===== config.mk =====
export PLATFORM = sky130hd
export DESIGN_NAME = rx_frame_parser_flat
export DESIGN_NICKNAME = d
export VERILOG_FILES = /design/src/rtl/rx_frame_parser_pkg.sv /design/src/rtl/rx_frame_parser_if.sv /design/src/rtl/rx_frame_parser_crc.sv /design/src/rtl/rx_frame_parser.sv /design/src/flat_wrapper.sv
export SDC_FILE = /design/constraint.sdc
export NUM_CORES = 1
export LEC_CHECK = 0
export ABC_AREA = 1
export CORE_UTILIZATION = 45
export CTS_BUF_LIST = sky130_fd_sc_hd__clkbuf_16
export DETAILED_ROUTE_END_ITERATION = 8
export DONT_BUFFER_PORTS = 1
export PLACE_DENSITY = 0.67
export SLEW_MARGIN = 30
export SYNTH_ARGS = -nofsm -noshare
export SYNTH_HDL_FRONTEND = slang
export SYNTH_HIERARCHICAL = 1
export SYNTH_SLANG_ARGS = --single-unit

===== constraint.sdc =====
create_clock -name clk -period 5.5 [get_ports clk]
set_clock_uncertainty 0.05 [all_clocks]
set_input_delay 0.55 -clock clk [delete_from_list [all_inputs] [get_ports clk]]
set_output_delay 0.55 -clock clk [all_outputs]
set_load 0.005 [all_outputs]

===== src/rtl/rx_frame_parser_pkg.sv =====
// Shared definitions for the frame receiver and the status/LED logic.
//   SOF_BYTE_DEFAULT : default start-of-frame marker
//   CRC32_POLY       : CRC-32 generator polynomial (MSB-first, init 0, no final xor)
//   state_e          : parser FSM states
//   err_code_e       : error codes reported to the status/LED logic
package rx_frame_parser_pkg;

   localparam logic [7:0]  SOF_BYTE_DEFAULT = 8'hAA;
   localparam logic [31:0] CRC32_POLY       = 32'h04C1_1DB7;

   typedef enum logic [2:0] {
      StIdle,
      StLen,
      StPayload,
      StCrc,
      StCheck,
      StDrain
   } state_e;

   typedef enum logic [2:0] {
      ErrNone    = 3'd0,
      ErrCrc     = 3'd1,
      ErrLen     = 3'd2,
      ErrTimeout = 3'd3,
      ErrDrop    = 3'd4
   } err_code_e;

endpackage


===== src/rtl/rx_frame_parser_if.sv =====
// Byte-in / payload-out bundle of the frame receiver.
//   rx_valid, rx_byte         : strobed bytes from the UART receiver
//   out_valid/out_ready       : payload stream handshake, with out_data and out_last
//   frame_ok, crc_err, len_err, timeout_err, drop : one-cycle status pulses
// The master modport is the UART/downstream side, the slave modport is the parser.
interface rx_frame_parser_if;
   logic       rx_valid;
   logic [7:0] rx_byte;
   logic       out_valid;
   logic       out_ready;
   logic [7:0] out_data;
   logic       out_last;
   logic       frame_ok;
   logic       crc_err;
   logic       len_err;
   logic       timeout_err;
   logic       drop;

   modport master (
      output rx_valid, rx_byte, out_ready,
      input  out_valid, out_data, out_last, frame_ok, crc_err, len_err, timeout_err, drop
   );

   modport slave (
      input  rx_valid, rx_byte, out_ready,
      output out_valid, out_data, out_last, frame_ok, crc_err, len_err, timeout_err, drop
   );
endinterface


===== src/rtl/rx_frame_parser_crc.sv =====
// CRC-32 byte engine, MSB first, initial value 0, no final xor.
//   clk, reset_n : clock, asynchronous active-low reset
//   clr          : restart from 0; the byte presented with clr is the first one folded in
//   valid        : fold data into the running CRC this cycle
//   data         : input byte
//   crc          : registered running CRC; zero after a frame followed by its own CRC
module rx_frame_parser_crc
   import rx_frame_parser_pkg::*;
(
   input  logic        clk,
   input  logic        reset_n,
   input  logic        clr,
   input  logic        valid,
   input  logic [7:0]  data,
   output logic [31:0] crc
);

   logic [31:0] crc_q;
   logic [31:0] crc_d;

   always_comb begin
      crc_d = clr ? '0 : crc_q;
      for (int i = 7; i >= 0; i--) begin
         if (crc_d[31] ^ data[i]) begin
            crc_d = {crc_d[30:0], 1'b0} ^ CRC32_POLY;
         end else begin
            crc_d = {crc_d[30:0], 1'b0};
         end
      end
   end

   always_ff @(posedge clk or negedge reset_n) begin
      if (!reset_n) begin
         crc_q <= '0;
      end else if (valid) begin
         crc_q <= crc_d;
      end
   end

   assign crc = crc_q;

endmodule


===== src/rtl/rx_frame_parser.sv =====
// Frame receiver: SOF, LEN, LEN payload bytes, 4 CRC bytes (MSB first).
// Payload is buffered and released over out_valid/out_ready only when the CRC residue is zero.
//   clk, reset_n : clock, asynchronous active-low reset
//   bus          : rx byte strobe in, payload stream out, status pulses (slave modport)
module rx_frame_parser
   import rx_frame_parser_pkg::*;
#(
   parameter int unsigned MAX_LEN        = 64,
   parameter int unsigned TIMEOUT_CYCLES = 100000,
   parameter logic [7:0]  SOF_BYTE       = SOF_BYTE_DEFAULT
) (
   input logic              clk,
   input logic              reset_n,
   rx_frame_parser_if.slave bus
);

   localparam int unsigned AW        = (MAX_LEN > 1) ? $clog2(MAX_LEN) : 1;
   localparam int unsigned GW        = $clog2(TIMEOUT_CYCLES + 1);
   localparam logic [GW-1:0] GAP_LAST = GW'(TIMEOUT_CYCLES - 1);
   localparam logic [7:0]  MAX_LEN_B = 8'(MAX_LEN);

   state_e        state_q;
   logic [7:0]    len_q;
   logic [7:0]    cnt_q;
   logic [7:0]    rd_ptr_q;
   logic [GW-1:0] gap_q;
   logic [7:0]    buf_q [MAX_LEN];

   logic          out_valid_q, out_last_q;
   logic [7:0]    out_data_q;
   logic          frame_ok_q, crc_err_q, len_err_q, timeout_err_q, drop_q;

   logic          timed;
   logic          crc_feed;
   logic          crc_clr;
   logic [31:0]   crc_res;
   logic [7:0]    rd_next;

   assign timed    = (state_q == StLen) || (state_q == StPayload) || (state_q == StCrc);
   assign crc_feed = timed & bus.rx_valid;
   // LEN restarts the engine so each frame's residue starts from 0.
   assign crc_clr  = (state_q == StLen) & bus.rx_valid;
   assign rd_next  = rd_ptr_q + 8'd1;

   rx_frame_parser_crc u_crc (
      .clk    (clk),
      .reset_n(reset_n),
      .clr    (crc_clr),
      .valid  (crc_feed),
      .data   (bus.rx_byte),
      .crc    (crc_res)
   );

   // Payload buffer: one write port (PAYLOAD), one read port (DRAIN); content is not reset.
   always_ff @(posedge clk) begin
      if (state_q == StPayload && bus.rx_valid) begin
         buf_q[cnt_q[AW-1:0]] <= bus.rx_byte;
      end
   end

   always_ff @(posedge clk or negedge reset_n) begin
      if (!reset_n) begin
         state_q       <= StIdle;
         len_q         <= '0;
         cnt_q         <= '0;
         rd_ptr_q      <= '0;
         gap_q         <= '0;
         out_valid_q   <= 1'b0;
         out_data_q    <= '0;
         out_last_q    <= 1'b0;
         frame_ok_q    <= 1'b0;
         crc_err_q     <= 1'b0;
         len_err_q     <= 1'b0;
         timeout_err_q <= 1'b0;
         drop_q        <= 1'b0;
      end else begin
         frame_ok_q    <= 1'b0;
         crc_err_q     <= 1'b0;
         len_err_q     <= 1'b0;
         timeout_err_q <= 1'b0;
         drop_q        <= 1'b0;

         unique case (state_q)
            StIdle: begin
               if (bus.rx_valid && bus.rx_byte == SOF_BYTE) state_q <= StLen;
            end
            StLen: begin
               if (bus.rx_valid) begin
                  len_q <= bus.rx_byte;
                  cnt_q <= '0;
                  if (bus.rx_byte == 8'd0 || bus.rx_byte > MAX_LEN_B) begin
                     len_err_q <= 1'b1;
                     state_q   <= StIdle;
                  end else begin
                     state_q <= StPayload;
                  end
               end
            end
            StPayload: begin
               if (bus.rx_valid) begin
                  if (cnt_q == len_q - 8'd1) begin
                     cnt_q   <= '0;
                     state_q <= StCrc;
                  end else begin
                     cnt_q <= cnt_q + 8'd1;
                  end
               end
            end
            StCrc: begin
               if (bus.rx_valid) begin
                  if (cnt_q == 8'd3) begin
                     cnt_q   <= '0;
                     state_q <= StCheck;
                  end else begin
                     cnt_q <= cnt_q + 8'd1;
                  end
               end
            end
            StCheck: begin
               if (crc_res == 32'd0) begin
                  frame_ok_q  <= 1'b1;
                  out_valid_q <= 1'b1;
                  out_data_q  <= buf_q[0];
                  out_last_q  <= (len_q == 8'd1);
                  rd_ptr_q    <= '0;
                  state_q     <= StDrain;
               end else begin
                  crc_err_q <= 1'b1;
                  state_q   <= StIdle;
               end
            end
            StDrain: begin
               // The UART cannot be stalled: bytes here are lost, a SOF is flagged.
               if (bus.rx_valid && bus.rx_byte == SOF_BYTE) drop_q <= 1'b1;
               if (out_valid_q && bus.out_ready) begin
                  if (out_last_q) begin
                     out_valid_q <= 1'b0;
                     out_last_q  <= 1'b0;
                     rd_ptr_q    <= '0;
                     state_q     <= StIdle;
                  end else begin
                     rd_ptr_q   <= rd_next;
                     out_data_q <= buf_q[rd_next[AW-1:0]];
                     out_last_q <= (rd_next == len_q - 8'd1);
                  end
               end
            end
            default: state_q <= StIdle;
         endcase

         // Inter-byte gap watchdog; overrides the case above only on idle cycles.
         if (timed) begin
            if (bus.rx_valid) begin
               gap_q <= '0;
            end else if (gap_q == GAP_LAST) begin
               gap_q         <= '0;
               timeout_err_q <= 1'b1;
               state_q       <= StIdle;
            end else begin
               gap_q <= gap_q + 1'b1;
            end
         end else begin
            gap_q <= '0;
         end
      end
   end

   assign bus.out_valid   = out_valid_q;
   assign bus.out_data    = out_data_q;
   assign bus.out_last    = out_last_q;
   assign bus.frame_ok    = frame_ok_q;
   assign bus.crc_err     = crc_err_q;
   assign bus.len_err     = len_err_q;
   assign bus.timeout_err = timeout_err_q;
   assign bus.drop        = drop_q;

endmodule


===== src/flat_wrapper.sv =====
// flat-port wrapper written by rule: the top's interface ports become plain ports
module rx_frame_parser_flat import rx_frame_parser_pkg::*;
#(
   parameter int unsigned MAX_LEN        = 64,
   parameter int unsigned TIMEOUT_CYCLES = 100000,
   parameter logic [7:0]  SOF_BYTE       = SOF_BYTE_DEFAULT
)
  (clk, reset_n, bus_rx_valid, bus_rx_byte, bus_out_ready, bus_out_valid, bus_out_data, bus_out_last, bus_frame_ok, bus_crc_err, bus_len_err, bus_timeout_err, bus_drop);
  rx_frame_parser_if bus_i ();
  input logic clk;
  input logic reset_n;
  input wire logic [$bits(bus_i.rx_valid)-1:0] bus_rx_valid;
  input wire logic [$bits(bus_i.rx_byte)-1:0] bus_rx_byte;
  input wire logic [$bits(bus_i.out_ready)-1:0] bus_out_ready;
  output wire logic [$bits(bus_i.out_valid)-1:0] bus_out_valid;
  output wire logic [$bits(bus_i.out_data)-1:0] bus_out_data;
  output wire logic [$bits(bus_i.out_last)-1:0] bus_out_last;
  output wire logic [$bits(bus_i.frame_ok)-1:0] bus_frame_ok;
  output wire logic [$bits(bus_i.crc_err)-1:0] bus_crc_err;
  output wire logic [$bits(bus_i.len_err)-1:0] bus_len_err;
  output wire logic [$bits(bus_i.timeout_err)-1:0] bus_timeout_err;
  output wire logic [$bits(bus_i.drop)-1:0] bus_drop;
  assign bus_i.rx_valid = bus_rx_valid;
  assign bus_i.rx_byte = bus_rx_byte;
  assign bus_i.out_ready = bus_out_ready;
  assign bus_out_valid = bus_i.out_valid;
  assign bus_out_data = bus_i.out_data;
  assign bus_out_last = bus_i.out_last;
  assign bus_frame_ok = bus_i.frame_ok;
  assign bus_crc_err = bus_i.crc_err;
  assign bus_len_err = bus_i.len_err;
  assign bus_timeout_err = bus_i.timeout_err;
  assign bus_drop = bus_i.drop;
  rx_frame_parser #(.MAX_LEN(MAX_LEN), .TIMEOUT_CYCLES(TIMEOUT_CYCLES), .SOF_BYTE(SOF_BYTE)) u_core (.clk(clk), .reset_n(reset_n), .bus(bus_i));
endmodule

After elaboration in Yosys (flattened, before gate mapping)
Memory sizes are Yosys's and may differ from the RTL's. Cells that the tools add are included.

Output and inout bits: 15. Logic and storage cells: 134. Register bits: 91. Bits of input ports: 12. Memory bits (writable): 512. Memories kept: 1.

Reductions and logical operators: 16. Bitwise operators: 18. Multiplexer cells: 62. Order comparisons: 1. Equality and inequality tests: 18. $add $sub $neg: 4.

Memory list: u_core.buf_q (words 64, bits a word 8, rd ports 2, clocked after Yosys merged registers in 0, write ports 1, RTL line rx_frame_parser.sv:27) `logic [7:0] buf_q [MAX_LEN];`.

Operator list (number): $mux W27 (8); $not A14 Y14 (8); $mux W8 (11); $mux W17 (3); $mux W3 (12); $logic_not A32 Y1 (1); $mux W32 (1); $pmux W8 S2 (2); $pmux W8 S3 (1); $mux W1 (20); $pmux W3 S6 (1); $add A17 B1 Y17 const B (1); $eq A17 B17 Y1 const B (1); $add A8 B1 Y8 const B (2); $eq A8 B8 Y1 (2); $reduce_and A4 Y1 (3); $eq A8 B1 Y1 const B (1); $eq A8 B2 Y1 const B (1); $eq A8 B8 Y1 const B (1); $gt A8 B7 Y1 const B (1); $logic_not A8 Y1 (1); $ne A2 B2 Y1 const B (4); $sub A8 B1 Y8 const B (1); $xor A1 B1 Y1 (8); 14 further kinds (24).

Depth between registers and ports, before layout
Gate-level depths: netlist of the first run.

Word-level depth: 19. Mapped depth: 20. Mapped depth without buffers: 18.

Modules after synthesis
The synthesis of the first run kept the hierarchy.

Modules (own cells, without submodules): rx_frame_parser (sequential area each 16851.2 µm², times used 1, area an instance 24907.6 µm², cells an instance 2441); rx_frame_parser_crc (sequential area each 800.8 µm², times used 1, area an instance 2608.8 µm², cells an instance 350).

Worst setup path after synthesis of the first run
Ideal clock, no wire load.

Path kind: input-to-reg. From: input port bus_rx_valid. To: register u_core.u_crc.crc_q[12] (netlist: u_core/u_crc/crc[12]). Path slack: 2.911 ns. Required time: 5.337 ns. Arrival: 2.426 ns. Stages: 17. Library setup time: 0.113 ns. Path through: inv_1 nor2_1 clkbuf_1 inv_2 buf_8 nand2_2 nand2_2 nand2_4 inv_2 nand2_2 nand2_4 nand2_4 nand2_8 a21oi_1 nand2_1 nand2_1 inv_1.

Word-level cells in the longest chain between the ends: 16. Elaborated cells on any way between the ends: 25.

RTL lines: start, declared (RTL line flat_wrapper.sv:12) `input wire logic [$bits(bus_i.rx_valid)-1:0] bus_rx_valid;`; $and A1 B1 Y1 (*) (RTL line rx_frame_parser.sv:42) `assign crc_clr = (state_q == StLen) & bus.rx_valid;`; net u_core.crc_clr (RTL line rx_frame_parser.sv:35) `logic crc_clr;`; $mux W32 (*) (RTL line rx_frame_parser_crc.sv:22) `crc_d = clr ? '0 : crc_q;`; $xor A1 B1 Y1 / $not A14 Y14 (equally long branches); $mux W27 (2 in a row) (RTL line rx_frame_parser_crc.sv:24) `if (crc_d[31] ^ data[i]) begin`; $not A14 Y14 (no source line); $mux W27 (RTL line rx_frame_parser_crc.sv:24); $not A14 Y14 (no source line); $mux W27 (2 in a row) (RTL line rx_frame_parser_crc.sv:24); $not A14 Y14 (no source line); $mux W27 (RTL line rx_frame_parser_crc.sv:24); $not A14 Y14 (no source line); $mux W27 (RTL line rx_frame_parser_crc.sv:24); $not A14 Y14 (no source line); $mux W27 (*) (RTL line rx_frame_parser_crc.sv:24); end signal, assigned (RTL line rx_frame_parser_crc.sv:36) `crc_q <= crc_d;`; end, declared (RTL line rx_frame_parser_crc.sv:18) `logic [31:0] crc_q;`.

Mark *: on every way through the listed nets, which the timed path passes. The rest lies on a longest branch. A chain may end at the register's enable or synchronous reset.

Worst setup path after layout of the first run
From: register u_core.state_q[2]. To: memory u_core.buf_q[54][4] (enable).

Word-level cells in the longest chain between the ends: 4.

RTL lines: start, declared (RTL line rx_frame_parser.sv:22) `state_e state_q;`; start signal, assigned (RTL line rx_frame_parser.sv:63) `state_q <= StIdle;`; start signal, assigned (RTL line rx_frame_parser.sv:85) `if (bus.rx_valid && bus.rx_byte == SOF_BYTE) state_q <= StLen;`; start signal, assigned (RTL line rx_frame_parser.sv:93) `state_q <= StIdle;`; $eq A3 B2 Y1 (RTL line rx_frame_parser.sv:56) `if (state_q == StPayload && bus.rx_valid) begin`; $logic_and A1 B1 Y1 (RTL line rx_frame_parser.sv:56); $mux W1 (RTL line rx_frame_parser.sv:56); $mux W1 (not written as such) (RTL line rx_frame_parser.sv:57) `buf_q[cnt_q[AW-1:0]] <= bus.rx_byte;`; end, declared (RTL line rx_frame_parser.sv:27).

No other way between the ends.

==> results of run 1 <==
==> area by class of cell <==
cell class / instances / area [um2]
fillers: 5416 / 30300
repair buffers: 27 / 464
well taps: 782 / 978
clock inverters: 46 / 322
flip-flops and latches: 603 / 17700
clock buffers: 58 / 1450
inverters: 230 / 873
multi-input cells: 1834 / 8320
==> synthesized netlist by cell type (all sizes together) <==
master	count	share of area, %
or2	2	0.045
a31o	1	0.032
nand3	359	6.7
a211oi	1	0.027
nor2	368	5.0
buf	97	2.1
nor3	11	0.20
o21ai	141	2.6
o221a	1	0.041
nand4	16	0.36
o22ai	6	0.14
edfxtp	512	56
nand3b	4	0.18
dfrtp	91	8.3
a21oi	13	0.25
clkinv	1	0.014
ha	5	0.23
clkbuf	27	0.37
a31oi	3	0.068
nor4	3	0.091
and3	1	0.023
inv	229	3.1
and2	2	0.045
xor2	40	1.3
nand2	843	12
xnor2	13	0.51
o211ai	1	0.027
==> power by group <==
part           internal (uW)  switching (uW)
sequential              4990            33.0
clock                   2050            1700
combinational            151             322
total                   7190            2050
==> final timing paths <==
check                           slack, ns             endpoint         startpoint  cells after the start
worst max register to register       1.94  u_core/buf_q[54][4]  u_core/state_q[2]                      7
max in group asynchronous            4.50   u_core/rd_ptr_q[0]            reset_n                      2
min in group asynchronous            0.48      u_core/cnt_q[0]            reset_n                      2
worst max-delay path                 1.94  u_core/buf_q[54][4]  u_core/state_q[2]                      7
worst min-delay path                 0.01      u_core/len_q[4]     bus_rx_byte[4]                      2
worst min register to register       0.42      u_core/gap_q[0]    u_core/gap_q[0]                      1
==> per-stage QoR <==
stage | util [%] | setup slack (ns)
4_1_cts | 49.8 | 1.92
5_1_grt | 49.8 | 1.77
3_5_place_dp | 46.3 | 1.92
2_1_floorplan | - | 2.91
3_3_place_gp | 46.3 | 1.98
6_report | 49.8 | 1.94
==> what timing repair did <==
action	in CTS	in global routing
hold endpoints to repair	603	0
hold buffers	14	0
endpoints found under the setup margin	0	0
==> routing by layer <==
metal  GRT usage (%)  part of all wire (%)  vias to the layer above
li1                -                     -                     9160
met1            31.0                    40                     9500
met2            38.0                    47                      761
met3            4.43                   8.4                      143
met4            9.61                   3.6                        2
met5               0                 0.014                        -
==> state kept, by name (all words and copies together) (netlist names) <==
signal                  flops
u_core/buf_q              512
u_core/bus.crc_err          1
u_core/bus.drop             1
u_core/bus.frame_ok         1
u_core/bus.len_err          1
u_core/bus.out_data         8
u_core/bus.out_last         1
u_core/bus.out_valid        1
u_core/bus.timeout_err      1
u_core/cnt_q                8
u_core/gap_q               17
u_core/len_q                8
u_core/rd_ptr_q             8
u_core/state_q              3
u_core/u_crc/crc           32
==> logic make-up (layout without fill, tap and decap cells) <==
logic type	count (synthesis)	in the layout	synth area share [%]
compound gates	167	167	3.17
xor+xnor	53	53	1.84
fa+ha+maj	5	5	0.227
buf+inv	354	361	5.64
flops	603	603	64.2
simple gates	1609	1609	25.0
==> results.cfg, run 1 <==
[global_route]
grt_max_degree = 204
antenna_found_initial = 1
grt_overflow = 0
grt_pass1_vias = 18800
grt_pass1_wl_um = 111000
grtUsageTotal_pct = 23.4

[finish]
final_nets = 2770
final_common_cell = nand2_1
synthToLayoutAreaGrowth_pct = 9.25
diodes = 0
final_cell_mix = nand2_1 (802), edfxtp_1 (512), nor2_1 (367)
layout-drive-gt1-share_pct = 6.11
final_cells = 3580
design_area_mm2 = 0.0301

[floorplan]
row_count = 90
core_mm2 = 0.0604
start_util_pct = 45.6
die_width_um = 249
die-area_mm2 = 0.0621
die_h_um = 249
io_pins = 27

[drt]
num_vias = 19600
post-route-drc-count = 0
routed_wl_um = 72600
drt_first_iter_violations = 2121
routed_via_density = 5.47
wire_per_inst_um = 20.3
ant_nets = 0
dr.pass1.iters = 6

[cts]
cts-resized-gates = 0
clk_pin_slew_worst_paths_ns = 0.07
cts_inserted_buffers = 57
clkLatencyLatePin_ns = 0.64
clock-sinks = 603
cts_tree = built
clockBufferDepth = 3
root_buffer = clkbuf_16
postCtsSetupBuffers = 0
htree_levels = 2

[critical_path]
cp_top_family = simple AND/OR/NAND/NOR gates
crit_buf_inv = 2
worstSetupPathType = flip-flop to flip-flop
endpoint_kind = flip-flop
cp_max_fo = 8
slowest_delay_ns = 1.03
worst_setup_path_start_kind = flip-flop
crit_slowest_cell = nor2_1
crit_chain = inv_1, nand2_1, nor2_1, inv_1, nor2_1, nand4_1, nor2_1
arrival_ns = 3.78
crit_top_cell = nor2_1
required_ns = 5.71

[placement]
portBuffers = 0
place_congestion = 0.920
dp_cells = 3461
dp.final_hpwl_um = 42700
placed_area_mm2 = 0.0280

[sta]
hold_viol = 0
holdWs_ns = 0.0143
fin_crit_ns = 3.56
drv_slew = 0
finalSetupTns_ns = 0
period_share_pct = 64.8
setup_viol = 0
worst_pin_slew_ns = 1.07
fmax_ghz = 0.281
slew_headroom_pct = 28.6
rsz0062_at_grt = no

[yosys]
syn_inst = 2791
synth_area_mm2 = 0.0275
yosysWarnings = 6
syn_avg_cell_area_um2 = 9.86
synth.distinct_cells = 49
seq_area_frac_synth_pct = 64.2
ys_ff_latch = 603
synth_nets = 2808

[flow_run]
drv_cap = 0

[pwr]
power.leakage_uw = 0.0120
total_power_uw = 9240
cellPowerDensity_mw_per_mm2 = 307
ir_drop_uv = 247

[min_path]
hold_path.class = input port to flip-flop

[status]
status = complete, no violations
No activity file was read; power rests on OpenSTA's default activity.
==> inputs of run 2 (changes only) <==
--- a/config.mk
+++ b/config.mk
@@ -10,7 +10,7 @@
 export CTS_BUF_LIST = sky130_fd_sc_hd__clkbuf_16
 export DETAILED_ROUTE_END_ITERATION = 8
 export DONT_BUFFER_PORTS = 1
-export PLACE_DENSITY = 0.67
+export PLACE_DENSITY = 0.69
 export SLEW_MARGIN = 30
 export SYNTH_ARGS = -nofsm -noshare
 export SYNTH_HDL_FRONTEND = slang
==> constraint.sdc (replaced) <==
create_clock -name clk -period 3 [get_ports clk]
set_clock_uncertainty 0.05 [all_clocks]
set_input_delay 0.3 -clock clk [delete_from_list [all_inputs] [get_ports clk]]
set_output_delay 0.3 -clock clk [all_outputs]
set_load 0.005 [all_outputs]
==> run 2 against run 1 <==
Sequential power increased by 83%. Clock-buffer cell count increased by 4. Fmax increased by 31%. Die area unchanged. Total power increased by 92%. Utilization increased by 1.4 points. Largest power group unchanged. Worst hold slack improved by 0.0054 ns. Highest routed layer is now met4. Flip-flop and latch count unchanged. Via count increased by 1.3%. Worst setup slack got worse by 1.7 ns. Sequential share of layout area decreased by 1.6 points.
==> results.cfg, run 2 (synthesized netlist as in run 1, its figures left out) <==
[sta]
rsz0062_at_grt = no
setup_viol = 0
period_share_pct = 91.0
fin_crit_ns = 2.73
holdWs_ns = 0.0197
hold_viol = 0
finalWorstSetupSlack_ns = 0.271
fmax_ghz = 0.366
drv_slew = 0
slew_headroom_pct = 40.0
worst_pin_slew_ns = 0.899
finalSetupTns_ns = 0

[cts]
cts_inserted_buffers = 61
root_buffer = clkbuf_16
hold_buffers = 13
clockBufferDepth = 3
cts-resized-gates = 0
clkLatencyLatePin_ns = 0.66
postCtsSetupBuffers = 0
clk_pin_slew_worst_paths_ns = 0.07
htree_levels = 2
cts_tree = built
clock-sinks = 603

[global_route]
grt_pass1_vias = 19400
grtUsageTotal_pct = 23.2
grt_pass1_wl_um = 111000
antenna_found_initial = 0
grt.met3_usage_pct = 3.93
grt_max_degree = 113
met2_usage_pct = 37.7
grt.busiest_layer = met2
met1_usage_pct = 30.3
grt_overflow = 0

[placement]
portBuffers = 0
dp.final_hpwl_um = 42800
dp_cells = 3529
place_congestion = 0.896
pre_cts_ws_ns = 0.379

[floorplan]
die_h_um = 249
io_pins = 27
start_util_pct = 45.6
die_width_um = 249
row_count = 90
core_mm2 = 0.0604
die-area_mm2 = 0.0621

[critical_path]
crit_cells = 8
crit_top_cell = nor2_1
crit_buf_inv = 3
worstSetupPathType = flip-flop to flip-flop
crit_slowest_cell = nor2_1
cp-startpoint = u_core/state_q[2]
cp_top_family = simple AND/OR/NAND/NOR gates
r2r_start = u_core/state_q[2]
worst_setup_path_start_kind = flip-flop
reg2reg_depth = 8
required_ns = 3.19
slowest_delay_ns = 0.69
cp_max_fo = 8
crit_chain = inv_1, nand2_1, nor2_1, inv_1, nor2_1, nand4_1, buf_4, nor2_1
arrival_ns = 2.92
endpoint_kind = flip-flop

[pwr]
power.leakage_uw = 0.0125
p_sw_share_pct = 22.2
combPwrFrac_pct = 4.9
seq_power_share_pct = 52.0
total_power_uw = 17700
p_int_uw = 13800
p_clk_share_pct = 43.1
cellPowerDensity_mw_per_mm2 = 574
power_switching_uw = 3940
ir_drop_uv = 483

[min_path]
hold_path.class = input port to flip-flop
hold_depth = 1
hp-start = bus_rx_byte[5]

[finish]
diodes = 0
final_cell_mix = nand2_1 (802), edfxtp_1 (512), nor2_1 (367)
synthToLayoutAreaGrowth_pct = 12.2
final_cells = 3658
largest_register_ffs = 512
final_common_cell = nand2_1
layout-drive-gt1-share_pct = 8.90
final_nets = 2840

[drt]
routed_wl_um = 72000
num_vias = 19800
routed_via_density = 5.42
drt_first_iter_violations = 2044
wire_per_inst_um = 19.7
post-route-drc-count = 0
dr.pass1.iters = 8
ant_nets = 0

[status]
status = complete, no violations

[flow_run]
drv_cap = 0
run 2: changes by cell type in the layout (fill, tap and decap cells not counted), moves of 4 or more:
cell and change:
buf_4 +63, buf_12 +7, clkinv_2 +7, bufinv_16 +4, clkbuf_16 +4
run 2: final timing paths:
| kind | endpoint | slack, ns |
|---|---|---|
| setup / recovery | u_core/buf_q[58][6] | 0.27 |
| hold / removal | u_core/buf_q[29][5] | 0.02 |
| setup reg to reg | u_core/buf_q[58][6] | 0.27 |
| hold reg to reg | u_core/gap_q[0] | 0.41 |
| max in group asynchronous | u_core/gap_q[9] | 2.26 |
| min in group asynchronous | u_core/bus.out_data[0] | 0.26 |
run 2: cell type report:
cell class	count	area [um2]
Fill cell	5274	29500
Sequential cell	603	17700
Multi-Input combinational cell	1834	8330
Clock buffer	62	1550
Timing Repair Buffer	93	1010
Tap cell	782	978
Inverter	230	871
Clock inverter	54	484
run 2: per-stage QoR:
step	utilization, %	area [um2]
after floorplan	-	27500
after detailed placement	47.3	28600
after global routing	51.2	30900
after CTS	51.2	30900
after global placement	47.3	28600
final	51.2	30900
run 2: power by group through the flow:
stage / Sequential, uW / Combinational (uW) / Clock, uW
global placement: 9390 / 630 / 0
detailed placement: 9390 / 651 / 0
CTS: 9220 / 871 / 7750
finish: 9220 / 872 / 7650
global route: 9220 / 968 / 8080
floorplan: 9370 / 537 / 0
run 2: metal layers:
layer / wire length [um] / up-vias
met5: 0 / -
met1: 29300 / 9534
met4: 3310 / 0
met2: 34000 / 798
li1: - / 9312
met3: 5420 / 168
==> inputs of run 3 (changes only) <==
--- a/config.mk
+++ b/config.mk
@@ -10,7 +10,7 @@
 export CTS_BUF_LIST = sky130_fd_sc_hd__clkbuf_16
 export DETAILED_ROUTE_END_ITERATION = 8
 export DONT_BUFFER_PORTS = 1
-export PLACE_DENSITY = 0.69
+export PLACE_DENSITY = 0.66
 export SLEW_MARGIN = 30
 export SYNTH_ARGS = -nofsm -noshare
 export SYNTH_HDL_FRONTEND = slang
==> run 3 against run 2 <==
Non-clock buffer count is 6 lower. Worst hold slack worse by 0.013 ns. Critical path type unchanged. Critical path depth stayed put. Worst setup slack better by 0.016 ns. Sequential power hardly changed. Clock power is 6.7% higher. Total power is 2.9% higher. Sequential share of layout area is 0.072 points lower. Routed wire length is 4.2% higher.
==> results.cfg, run 3 (synthesized netlist as in run 1, its figures left out) <==
[drt]
drt-met1-wl_um = 30500
routed_wl_um = 75000
top_layer_used = met4
num_vias = 20100
routed_via_density = 5.50
drt_first_iter_violations = 2164
post-route-drc-count = 0
ant_nets = 0
dr_wl_met2_um = 34800
dr.pass1.iters = 6
met3_length_um = 6450
wire_per_inst_um = 20.6

[critical_path]
required_ns = 3.21
worst_setup_path_start_kind = flip-flop
cp_max_fo = 8
arrival_ns = 2.92
reg2reg_depth = 8
endpoint_kind = flip-flop
r2r_start = u_core/state_q[2]
worstSetupPathType = flip-flop to flip-flop
cp-startpoint = u_core/state_q[2]

[sta]
finalSetupTns_ns = 0
worst_pin_slew_ns = 0.937
holdWs_ns = 0.00708
drv_slew = 0
rsz0062_at_grt = no
setup_viol = 0
fin_crit_ns = 2.71
fmax_ghz = 0.369
slew_headroom_pct = 37.5
period_share_pct = 90.4
hold_viol = 0

[finish]
final_nets = 2832
multi_input_area_mm2 = 0.00833
layout-drive-gt1-share_pct = 8.97
final_cell_mix = nand2_1 (802), edfxtp_1 (512), nor2_1 (367)
final_common_cell = nand2_1
synthToLayoutAreaGrowth_pct = 12.4
diodes = 0
seq_area_mm2 = 0.0177
n_fill_cell = 5368
largest_register_ffs = 512

[min_path]
hold_path.class = input port to flip-flop
hold_depth = 1
hp-start = bus_rx_byte[6]

[cts]
cts_inserted_buffers = 59
cts-resized-gates = 0
htree_levels = 2
clock-sinks = 603
hold_buffers = 12
cts_tree = built
clockBufferDepth = 3
postCtsSetupBuffers = 0
root_buffer = clkbuf_16
clkLatencyLatePin_ns = 0.66
clk_pin_slew_worst_paths_ns = 0.07

[global_route]
grt_pass1_wl_um = 115000
antenna_found_initial = 0
grtUsageTotal_pct = 24.1
grt_overflow = 0
grt_max_degree = 193
grt_pass1_vias = 19400

[floorplan]
die_h_um = 249
start_util_pct = 45.6
io_pins = 27
core_mm2 = 0.0604
row_count = 90
die_width_um = 249
die-area_mm2 = 0.0621

[pwr]
ir_drop_uv = 574
cellPowerDensity_mw_per_mm2 = 590
power.leakage_uw = 0.0125

[status]
status = complete, no violations

[placement]
portBuffers = 0
place_congestion = 0.882
dp.final_hpwl_um = 44300

[flow_run]
drv_cap = 0
==> run 3: cell count changes in the layout (fill, tap and decap cells not counted), sizes merged <==
| cell | change |
|---|---|
| clkinvlp | +6 |
| dlygate4sd3 | -1 |
| clkinv | -3 |
| clkbuf | -3 |
| inv | -11 |
| bufinv | +7 |
| buf | -5 |
==> run 3: final cells by class <==
class,count,area share [%]
inverters,230,2.82
multi-input cells,1834,26.9
clock buffers,59,4.77
flip-flops and latches,603,57.1
repair buffers,87,3.00
well taps,782,3.16
clock inverters,53,2.21
==> run 3: metal layers <==
layer | global-route usage [%] | vias to the layer above
met3 | 4.41 | 164
met4 | 10.7 | 0
met2 | 37.9 | 841
li1 | - | 9301
met5 | 0 | -
met1 | 32.7 | 9759
==> run 3: final timing paths <==
path / slack (ns) / endpoint
worst max-delay path: 0.29 / u_core/buf_q[54][3]
worst min-delay path: 0.007 / u_core/buf_q[26][6]
worst max register to register: 0.29 / u_core/buf_q[54][3]
worst min register to register: 0.41 / u_core/gap_q[0]
max in group asynchronous: 2.25 / u_core/rd_ptr_q[0]
min in group asynchronous: 0.27 / u_core/cnt_q[5]
==> run 3: where the power goes <==
group | switching, uW | total, uW | internal, uW
sequential | 60.4 | 9210 | 9150
combinational | 598 | 874 | 276
clock | 3330 | 8160 | 4820
total | 3990 | 18200 | 14200
==> run 3: per-stage QoR <==
stage          cell area [um2]  worst slack [ns]  utilization [%]  power (uW)  cells
2_1_floorplan            27500             0.468                -        9910   2791
3_3_place_gp             28500             0.435             47.2       10000   3524
3_5_place_dp             28500             0.313             47.2       10000   3524
4_1_cts                  30900             0.301             51.2       18300   3648
5_1_grt                  30900            0.0867             51.2       18700   3648
6_report                 30900             0.287             51.2       18200   3648
==> run 3: critical path, stage by stage, from the launching register on <==
cell and delay (ns):
dfrtp_1 0.41, inv_1 0.17, nand2_1 0.11, nor2_1 0.14, inv_1 0.09, nor2_1 0.32
nand4_1 0.15, buf_4 0.26, nor2_1 0.63
==> edit 1: new RTL, settings of run 3 <==
The 6 states of `state_e` get a one-hot encoding in 6 bits.
--- a/src/rtl/rx_frame_parser_pkg.sv
+++ b/src/rtl/rx_frame_parser_pkg.sv
@@ -10,9 +10,9 @@
 
-   typedef enum logic [2:0] {
-      StIdle,
-      StLen,
-      StPayload,
-      StCrc,
-      StCheck,
-      StDrain
+   typedef enum logic [5:0] {
+      StIdle    = 6'b000001,
+      StLen     = 6'b000010,
+      StPayload = 6'b000100,
+      StCrc     = 6'b001000,
+      StCheck   = 6'b010000,
+      StDrain   = 6'b100000
    } state_e;
Function: same outputs for any inputs over 4 cycles, from zero or initial values and one cycle with reset_n low; so few cycles prove little.
==> edit 1 against run 3 <==
  * Final area fell by 2.6%
  * First-iteration DRC count is 22% lower
  * Critical path depth grew 3
  * Sequential cell count rose by 3
  * Wire length fell by 7.1%
  * Total power fell by 6.2%
  * Worst setup slack got worse by 51 ps
  * Area after synthesis decreased by 2.8%
  * Final cell count down 9.2%
==> edit 1: results <==
[status]
status = "finished, final reports clean"

[pwr]
p_switching_w = 0.003514
power_density_mw_per_mm2 = 567.9
pg_comb_w = 0.000482
p_leak_nw = 10.86

[route]
first_iter_violations = 1695
wl_met3_mm = 4.978
drtPass1Iterations = 5
wl_met1_mm = 30.40
via_count = 18650
drt-total-wl_mm = 69.69

[yosys]
yosys-top-cells-count = "nor2_1, edfxtp_1, o21ai_0"
synth-async-reset-ratio = 0.1551
synth_compound_gate_area_share = 0.1002
synth_area_leaders = "edfxtp_1, dfrtp_1, nor2_1, o21ai_0, nand2_1"
synth_adder_area_share = 0.002338
synth_area_per_cell_um2 = 10.89
synth_seq_area_share = 0.6627

[die]
coreArea_mm2 = 0.05891

[layout]
diodes = 1
fillCellCount = 5073
flops_and_latches = 606
nets = 2510
buffer_area_frac = 0.03472
signal_buffers = 101
clock_area_frac = 0.06471
drive_above_1_share = 0.1032
seq-cell-share = 0.5886
seqCellArea_mm2 = 0.01773
nClkBuffers = 62
multi_input_gates = 1610
nNonClkInverters = 114

[global_route]
grt_pass1_wl_mm = 107.6
grt_usage = 0.2330
use_met2 = 0.3732
grt_pass1_vias = 18150
met3_usage = 0.03591

[place]
dp_cells = 3192
place_area_mm2 = 0.02789
post-place-ws_ps = 272.5
hpwl_mm = 40.65

[setup_path]
max_stage_delay_ps = 550
cp_slowest_cell = "dfrtp_4"
cp_max_fo = 61

[clocking]
clk_latency_ps = 630
numCtsBuffers = 60
==> edit 1: cell count changes in the layout (fill, tap and decap cells not counted), sizes merged, moves of 8 or more <==
cell and delta:
nand2 -537, o21ai +169, inv -107, nor2 +180
nand3 -174, buf +14, nor3 +8, o211ai +129
==> edit 1: final timing paths <==
| path | from | slack (ps) | to |
|---|---|---|---|
| setup / recovery | u_core/rd_ptr_q[0]$_DFFE_PN0P_ | 240 | u_core/bus.out_data[3]$_DFFE_PN0P_ |
| hold / removal | bus_rx_byte[2] | 30 | u_core/buf_q[25][2]$_DFFE_PP_ |
| setup reg to reg | u_core/rd_ptr_q[0]$_DFFE_PN0P_ | 240 | u_core/bus.out_data[3]$_DFFE_PN0P_ |
| hold reg to reg | u_core/gap_q[0]$_DFF_PN0_ | 420 | u_core/gap_q[0]$_DFF_PN0_ |
| max in group asynchronous | reset_n | 2210 | u_core/state_q[0]$_DFF_PN1_ |
| min in group asynchronous | reset_n | 290 | u_core/bus.out_data[2]$_DFFE_PN0P_ |
==> edit 2: new RTL, config.mk and constraints of run 3 <==
Without the edit above. `TIMEOUT_CYCLES` is set to 100000 in 2 places; all go to 200000.
--- a/src/rtl/rx_frame_parser.sv
+++ b/src/rtl/rx_frame_parser.sv
@@ -8,3 +8,3 @@
    parameter int unsigned MAX_LEN        = 64,
-   parameter int unsigned TIMEOUT_CYCLES = 100000,
+   parameter int unsigned TIMEOUT_CYCLES = 200000,
    parameter logic [7:0]  SOF_BYTE       = SOF_BYTE_DEFAULT
--- a/src/flat_wrapper.sv
+++ b/src/flat_wrapper.sv
@@ -4,3 +4,3 @@
    parameter int unsigned MAX_LEN        = 64,
-   parameter int unsigned TIMEOUT_CYCLES = 100000,
+   parameter int unsigned TIMEOUT_CYCLES = 200000,
    parameter logic [7:0]  SOF_BYTE       = SOF_BYTE_DEFAULT
Check against the original RTL: no difference found for any inputs over 4 cycles, from zero or initial values and one cycle with reset_n low; that may be too few to reach the edited logic, so the function may still have changed.
==> edit 2 against run 3 <==
  * Fmax increased by 4.0%
  * Final area up 0.75%
  * Worst setup slack gained 110 ps
  * Wire length grew 1.0%
  * Worst hold slack gained 18 ps
  * Sequential cell count increased by 1
  * Area after synthesis up 0.39%
  * Critical path depth rose by 4
  * Highest routed layer unchanged
Power is not compared: it rests on default switching activity, and its combinational part moved more than twofold at a synthesized area within 25%.
==> edit 2: results <==
[status]
status = "finished, final reports clean"

[yosys]
synth_seq_area_share = 0.6399
synth_cell_types = 47
synthMostInstantiatedCell = "nand2_1"
synth_area_leaders = "edfxtp_1, nand2_1, dfrtp_1, nand3_1, nor2_1"
yosys-top-cells-count = "nand2_1, edfxtp_1, nor2_1"
yosys_warnings = 6
synth-async-reset-ratio = 0.1523
synthesis.nets = 2833
synth_edf_count = 512
yosys_most_used_dff = "edfxtp_1"

[pwr]
irDropWorstVdd_mv = 0.5681
internal_power_w = 0.01440
p_leak_nw = 12.60

[clocking]
htree_levels = 2
clk_latency_ps = 660
cts.path.max_buffers = 3
root_buffer = "clkbuf_16"
numCtsBuffers = 60
clkSlewWorstSetupHoldPaths_ps = 60
cts_setup_buffers = 0

[layout]
largest_reg_flops = 512
drive_above_1_share = 0.09661
fillCellCount = 5267
diodes = 0
nets = 2886

[global_route]
grt_usage = 0.2444
grt_pass1_wl_mm = 116.5
grt_max_degree = 185
grt_pass1_vias = 19500
antenna_found_initial = 1

[setup_path]
cp_slowest_cell = "dfrtp_4"
max_stage_delay_ps = 540
timing.critical_path.arrival_ps = 3080
cp_max_fo = 48

[route]
vias_per_cell = 5.489
routedWlPerCell_um = 20.48
drtPass1Iterations = 6
first_iter_violations = 2273

[timing]
worst_pin_slew_ps = 883.6

[place]
place_area_mm2 = 0.02879
post-place-ws_ps = 452.8
hpwl_mm = 43.98
place.gp.congestion = 0.8951
port_buffers = 0

[hold_path]
hold_class = "in -> reg"
[edit 2: worst max-delay path, delay by kind of cell (launching register included)]
kind | cells | cell delay, ps
buffers and inverters | 2 | 580
AND/OR/NAND/NOR | 9 | 1110
flip-flops | 1 | 540
adder cells (fa/ha/maj) | 1 | 190
[edit 2: kinds of logic after synthesis]
kind of cell / count (synthesis) / share of synthesized area
AO/OA/AOI/OAI: 163 / 0.03062
XOR/XNOR: 50 / 0.01735
adder cells (fa/ha/maj): 5 / 0.002265
buffers and inverters: 355 / 0.05599
flip-flops: 604 / 0.6399
AND/OR/NAND/NOR: 1639 / 0.2538
[edit 2: layout make-up]
class	count	area share
multi-input combinational	1857	0.2701
inverter	229	0.02783
clock buffer	61	0.04900
timing repair buffer	117	0.03783
tap	782	0.03141
sequential	604	0.5676
clock inverter	51	0.01627
[edit 2: repair_timing]
item | CTS | global route
hold buffers | 17 | 0
resized for setup | 0 | 0
hold endpoints to repair | 633 | 0
endpoints found under the setup margin | 0 | 0
[edit 2: power groups by stage]
stage,registers (W),logic (W),clock network [W]
6_report,0.00947,0.00206,0.00768
5_1_grt,0.00949,0.00228,0.00808
4_1_cts,0.00947,0.00206,0.00779
3_5_place_dp,0.00964,0.00181,0
3_3_place_gp,0.00964,0.00177,0
2_1_floorplan,0.00959,0.00148,0
[edit 2: metal layers]
metal  up-vias  track usage  wire (um)
li1       9439            -          -
met3       159      0.04182       6740
met2       956       0.3757      34090
met4         0       0.1213       3703
met5         -            0          0
met1      9760       0.3355      31270
[edit 2: worst paths after layout]
path	start	to	slack [ps]	cells past startpoint
worst max-delay path	u_core/rd_ptr_q[0]$_DFFE_PN0P_	u_core/bus.out_data[2]$_DFFE_PN0P_	390	12
worst min-delay path	bus_rx_byte[1]	u_core/buf_q[40][1]$_DFFE_PP_	20	1
worst max register to register	u_core/rd_ptr_q[0]$_DFFE_PN0P_	u_core/bus.out_data[2]$_DFFE_PN0P_	390	12
worst min register to register	u_core/gap_q[0]$_DFF_PN0_	u_core/gap_q[0]$_DFF_PN0_	420	1
max in group asynchronous	reset_n	u_core/rd_ptr_q[0]$_DFFE_PN0P_	2260	2
min in group asynchronous	reset_n	u_core/bus.out_data[0]$_DFFE_PN0P_	260	2
[edit 2: metrics by stage]
step,std cells,util
after floorplan,2816,-
after global placement,3572,0.4761
after global routing,3701,0.5152
final,3701,0.5152
after detailed placement,3572,0.4761
after CTS,3701,0.5152
